===== src/rtl/id_ex_operand_stage.sv =====
`default_nettype none
// ============================================================================
// Module   : id_ex_operand_stage
// Brief    : ID/EX pipeline register with WB bypass at ID, MEM/WB forwarding
//            at EX and one-bubble load-use stall.
// Revision : 1.0 - initial release
// ============================================================================
module id_ex_operand_stage #(
    parameter int DATA_W = 32,
    parameter int REG_AW = 5
) (
    input  logic              clk,
    input  logic              reset,
    input  logic              id_valid,
    input  logic [REG_AW-1:0] id_rs,
    input  logic [REG_AW-1:0] id_rt,
    input  logic [REG_AW-1:0] id_dst,
    input  logic              id_reg_write,
    input  logic              id_mem_read,
    input  logic [DATA_W-1:0] rf_data1,
    input  logic [DATA_W-1:0] rf_data2,
    input  logic              mem_reg_write,
    input  logic [REG_AW-1:0] mem_dst,
    input  logic [DATA_W-1:0] mem_data,
    input  logic              wb_reg_write,
    input  logic [REG_AW-1:0] wb_dst,
    input  logic [DATA_W-1:0] wb_data,
    input  logic              flush,
    output logic              stall_id,
    output logic              ex_valid,
    output logic [DATA_W-1:0] ex_op1,
    output logic [DATA_W-1:0] ex_op2,
    output logic [REG_AW-1:0] ex_dst,
    output logic              ex_reg_write,
    output logic              ex_mem_read
);

    localparam logic [REG_AW-1:0] c_zero_reg = '0;
    localparam logic [DATA_W-1:0] c_zero_dat = '0;

    logic              r_valid;
    logic              r_reg_write;
    logic              r_mem_read;
    logic [REG_AW-1:0] r_dst;
    logic [REG_AW-1:0] r_rs;
    logic [REG_AW-1:0] r_rt;
    logic [DATA_W-1:0] r_val1;
    logic [DATA_W-1:0] r_val2;

    logic [DATA_W-1:0] w_byp1;
    logic [DATA_W-1:0] w_byp2;
    logic              w_hz;
    logic              w_issue;

    // RF writes on the edge, so a same-cycle read still sees the old value.
    assign w_byp1 = (wb_reg_write && (wb_dst == id_rs) && (id_rs != c_zero_reg))
                    ? wb_data : rf_data1;
    assign w_byp2 = (wb_reg_write && (wb_dst == id_rt) && (id_rt != c_zero_reg))
                    ? wb_data : rf_data2;

    assign w_hz = id_valid && r_valid && r_mem_read && (r_dst != c_zero_reg)
                  && ((r_dst == id_rs) || (r_dst == id_rt));

    assign stall_id = w_hz && !flush;
    assign w_issue  = id_valid && !flush && !w_hz;

    // Data fields load every cycle; a bubble only clears the control bits.
    always_ff @(posedge clk or posedge reset) begin
        if (reset) begin
            r_valid     <= 1'b0;
            r_reg_write <= 1'b0;
            r_mem_read  <= 1'b0;
            r_dst       <= c_zero_reg;
            r_rs        <= c_zero_reg;
            r_rt        <= c_zero_reg;
            r_val1      <= c_zero_dat;
            r_val2      <= c_zero_dat;
        end else begin
            r_valid     <= w_issue;
            r_reg_write <= w_issue && id_reg_write;
            r_mem_read  <= w_issue && id_mem_read;
            r_dst       <= id_dst;
            r_rs        <= id_rs;
            r_rt        <= id_rt;
            r_val1      <= w_byp1;
            r_val2      <= w_byp2;
        end
    end

    // MEM is younger than WB and wins when both target the same register.
    always_comb begin
        ex_op1 = r_val1;
        if (r_rs == c_zero_reg)
            ex_op1 = c_zero_dat;
        else if (mem_reg_write && (mem_dst == r_rs))
            ex_op1 = mem_data;
        else if (wb_reg_write && (wb_dst == r_rs))
            ex_op1 = wb_data;
    end

    always_comb begin
        ex_op2 = r_val2;
        if (r_rt == c_zero_reg)
            ex_op2 = c_zero_dat;
        else if (mem_reg_write && (mem_dst == r_rt))
            ex_op2 = mem_data;
        else if (wb_reg_write && (wb_dst == r_rt))
            ex_op2 = wb_data;
    end

    assign ex_valid     = r_valid;
    assign ex_dst       = r_dst;
    assign ex_reg_write = r_reg_write;
    assign ex_mem_read  = r_mem_read;

endmodule
`default_nettype wire


===== config.mk =====
export PLATFORM = sky130hd
export DESIGN_NAME = id_ex_operand_stage
export DESIGN_NICKNAME = d
export VERILOG_FILES = /design/src/rtl/id_ex_operand_stage.sv
export SDC_FILE = /design/constraint.sdc
export NUM_CORES = 1
export LEC_CHECK = 0
export CAP_MARGIN = 20
export CORE_MARGIN = 4
export CORE_UTILIZATION = 39
export DETAILED_ROUTE_END_ITERATION = 10
export PLACE_DENSITY = 0.74
export RECOVER_POWER = 50
export SYNTH_ARGS = -nofsm -noshare
export SYNTH_HDL_FRONTEND = slang
export SYNTH_SLANG_ARGS = --single-unit
export TNS_END_PERCENT = 5

===== constraint.sdc =====
create_clock -name clk -period 2.9 [get_ports clk]
set_clock_uncertainty 0.15 [all_clocks]
set_input_delay 0.58 -clock clk [delete_from_list [all_inputs] [get_ports clk]]
set_output_delay 0.58 -clock clk [all_outputs]
set_load 0.005 [all_outputs]

==> results_dict.tcl <==
set metrics [dict create \
    run_status "complete, but fails checks" \
    violations "setup timing" \
    htreeDepth 3 \
    syn_to_final_growth_pct 72.0 \
    syn_nets 739 \
    die_h_um 127 \
    wl_per_cell_um 22.2 \
    synth_area_per_cell_um2 9.55 \
    p_int_mw 2.49 \
    grt_pass1_vias 6534 \
    synthArstFlopShare 1.00 \
    post-place-cells 1013 \
    cp_max_fo 20 \
    crit_start "r_rt[3]" \
    holdPathStages 3 \
    fin_ws_ns -0.138 \
    synth.distinct_cells 38 \
    antenna_found_initial 1 \
    setup-tns-final_ns -3.13 \
    drtIter0Drc 539 \
    grt_pass1_wl_um 35000 \
    setup_viol 50 \
    synthMuxAreaShare 0.131 \
    grt_use_total 0.275 \
    wl_um 23300 \
    swShare 0.279 \
    cts_sinks 82 \
    critical_path_class "reg2out" \
    cts_tree "built" \
    diodes 0 \
    synth-xor-area-share 0.0684 \
    grt_max_degree 39 \
    num_rows 43 \
    p_sw_uw 960 \
    vdd.ir_drop.worst_uv 313 \
    cp_data_arrival_time_ns 2.31 \
    rr_startpoint "ex_dst[0]" \
    synth_edf_count 0 \
    numCtsBuffers 9 \
    design_area_um2 9500 \
    period_share 1.05 \
    start_util 0.398 \
    rsz0062_at_grt "true" \
    synth_compound_area_frac 0.189 \
    vias 6153 \
    drtPass1Iterations 6 \
    post-route-min-period_ns 3.04 \
    powerDensity_nw_per_um2 363 \
    hold_path.class "in2reg" \
    design.core.area_um2 13900 \
    die_w_um 127 \
    hp-start "id_reg_write" \
    slowest_delay_ns 0.46 \
    drv_cap 0 \
    clockBufferDepth 2 \
    clkTransAtPathRegs_ns 0.05 \
    gp_congestion 0.900 \
    syn_inst 578 \
    insertion_delay_ns 0.34 \
    maxSlewHeadroom 0.350 \
    netlist_area_um2 5520 \
    io_pins 234 \
    power_leakage_nw 3.60 \
    drt.antenna.violating_nets 0 \
    dp_hpwl_um 15800 \
    final_util 0.684 \
    stdcell_count 1050 \
    path_cells "xnor2_4, nand4_4, buf_12, buf_12, or3_4, a311oi_2, buf_2" \
    clockPowerShare 0.331 \
    max_freq_ghz 0.329 \
    hold_ws_ns 0.624 \
    p_total_mw 3.45 \
    startpoint_type "flop" \
    drv_slew 0 \
    drc_errors 0 \
    hold_viol 0 \
    synthAdderAreaFrac 0 \
    crit_path_end_kind "primary output" \
    post_drt_via_cell_ratio 5.86 \
    rr_worst_depth 5 \
    place_ws_ns -0.963 \
    cts_hold_buffers 0 \
    synth_top_family_by_area "compound AO/OA/AOI/OAI gates" \
    fin_nets 1026 \
    required_ns 2.17 \
    yosysSeqAreaShare 0.372 \
    pwr-share-comb 0.310 \
    pwr-share-seq 0.359 \
    yosysWarnings 0 \
    layout_common_cells "140 x clkdlybuf4s50_1, 79 x dfrtp_1, 71 x buf_4" \
    dpl_cell_area_um2 8560 \
    fillCellCount 1082 \
    tightest_slew_ns 0.970 \
    slowest_stage "dfrtp_2" \
    synth-main-ff-cell "dfrtp_1" \
    port_buffers 233 \
    die-area_um2 16100 \
    layout_commonest_cell "clkdlybuf4s50_1" \
    drive_gt1_frac 0.420 \
    gr-total-overflow 0 \
    cpMostUsedCell "buf_12" \
    cts_root_buffer "clkbuf_16" \
    synth-seq-cells 82 \
    yosys.area_share.simple 0.179 \
]
-- routing by layer --
metal,part of all wire,track usage,wire length (um)
met1,0.38,0.334,8900
met2,0.50,0.482,11700
met3,0.081,0.0527,1880
met4,0.032,0.107,743
met5,0.00034,0,8
-- synthesized netlist by cell type (4+ instances only) --
master    instances  area, um2
a311oi_1         54        473
xnor2_2           6       97.6
o21ai_0          64        320
nor3_1           65        325
xnor2_1          30        263
mux2_2           60        676
nand2_1          42        158
clkbuf_1         47        176
buf_6            10        113
mux2_1            4       45.0
nand3_1           5       25.0
a211oi_1         10       75.1
or3_1            54        338
dfrtp_1          82       2050
o32a_1            7       70.1
-- worst paths after layout --
check,to,slack [ns]
min in group asynchronous,r_val1[31],0.71
setup / recovery,ex_op2[1],-0.14
setup reg to reg,ex_valid,1.47
hold / removal,ex_reg_write,0.62
hold reg to reg,ex_reg_write,0.66
max in group asynchronous,r_rt[1],0.47
-- power by group through the flow --
stage                     logic [mW]  registers [mW]  clock network, mW
after global routing            1.13            1.24               1.20
after CTS                       1.03            1.24               1.15
after global placement         0.983            1.25                  0
after floorplan                0.374            1.25                  0
final                           1.07            1.24               1.14
after detailed placement       0.994            1.25                  0
-- logic make-up after synthesis --
logic type,after synthesis
mux,64
flops,82
xor+xnor,38
buf+inv,65
compound gates,145
simple gates,184
-- sequential cells by signal, indices dropped and copies added, names as in the netlist --
name          cells
ex_dst            5
ex_mem_read       1
ex_reg_write      1
ex_valid          1
r_rs              5
r_rt              5
r_val1           32
r_val2           32
-- cell type report --
cell class / count / area, um2 / area share
flip-flops and latches: 82 / 2060 / 0.216
inverters: 1 / 5.00 / 0.000527
repair buffers: 340 / 3130 / 0.329
well taps: 180 / 225 / 0.0237
multi-input cells: 431 / 3780 / 0.398
clock buffers: 15 / 298 / 0.0314
clock inverters: 1 / 5.00 / 0.000527
-- repair_timing --
| item | 4_1_cts | 5_1_grt |
|---|---|---|
| hold endpoints to repair | 0 | 0 |
| gates cloned | 4 | 2 |
| pin swaps | 71 | 28 |
| endpoints found under the setup margin | 65 | 64 |
| buffers inserted | 11 | 4 |
| resized for setup | 375 | 42 |
-- critical path: cells and delay by family, from the launching register on --
kind | cells | cell delay, ns
compound gates | 1 | 0.31
flops | 1 | 0.46
xor+xnor | 1 | 0.20
buf+inv | 3 | 0.49
simple gates | 2 | 0.50
(Power assumes the default switching activity.)
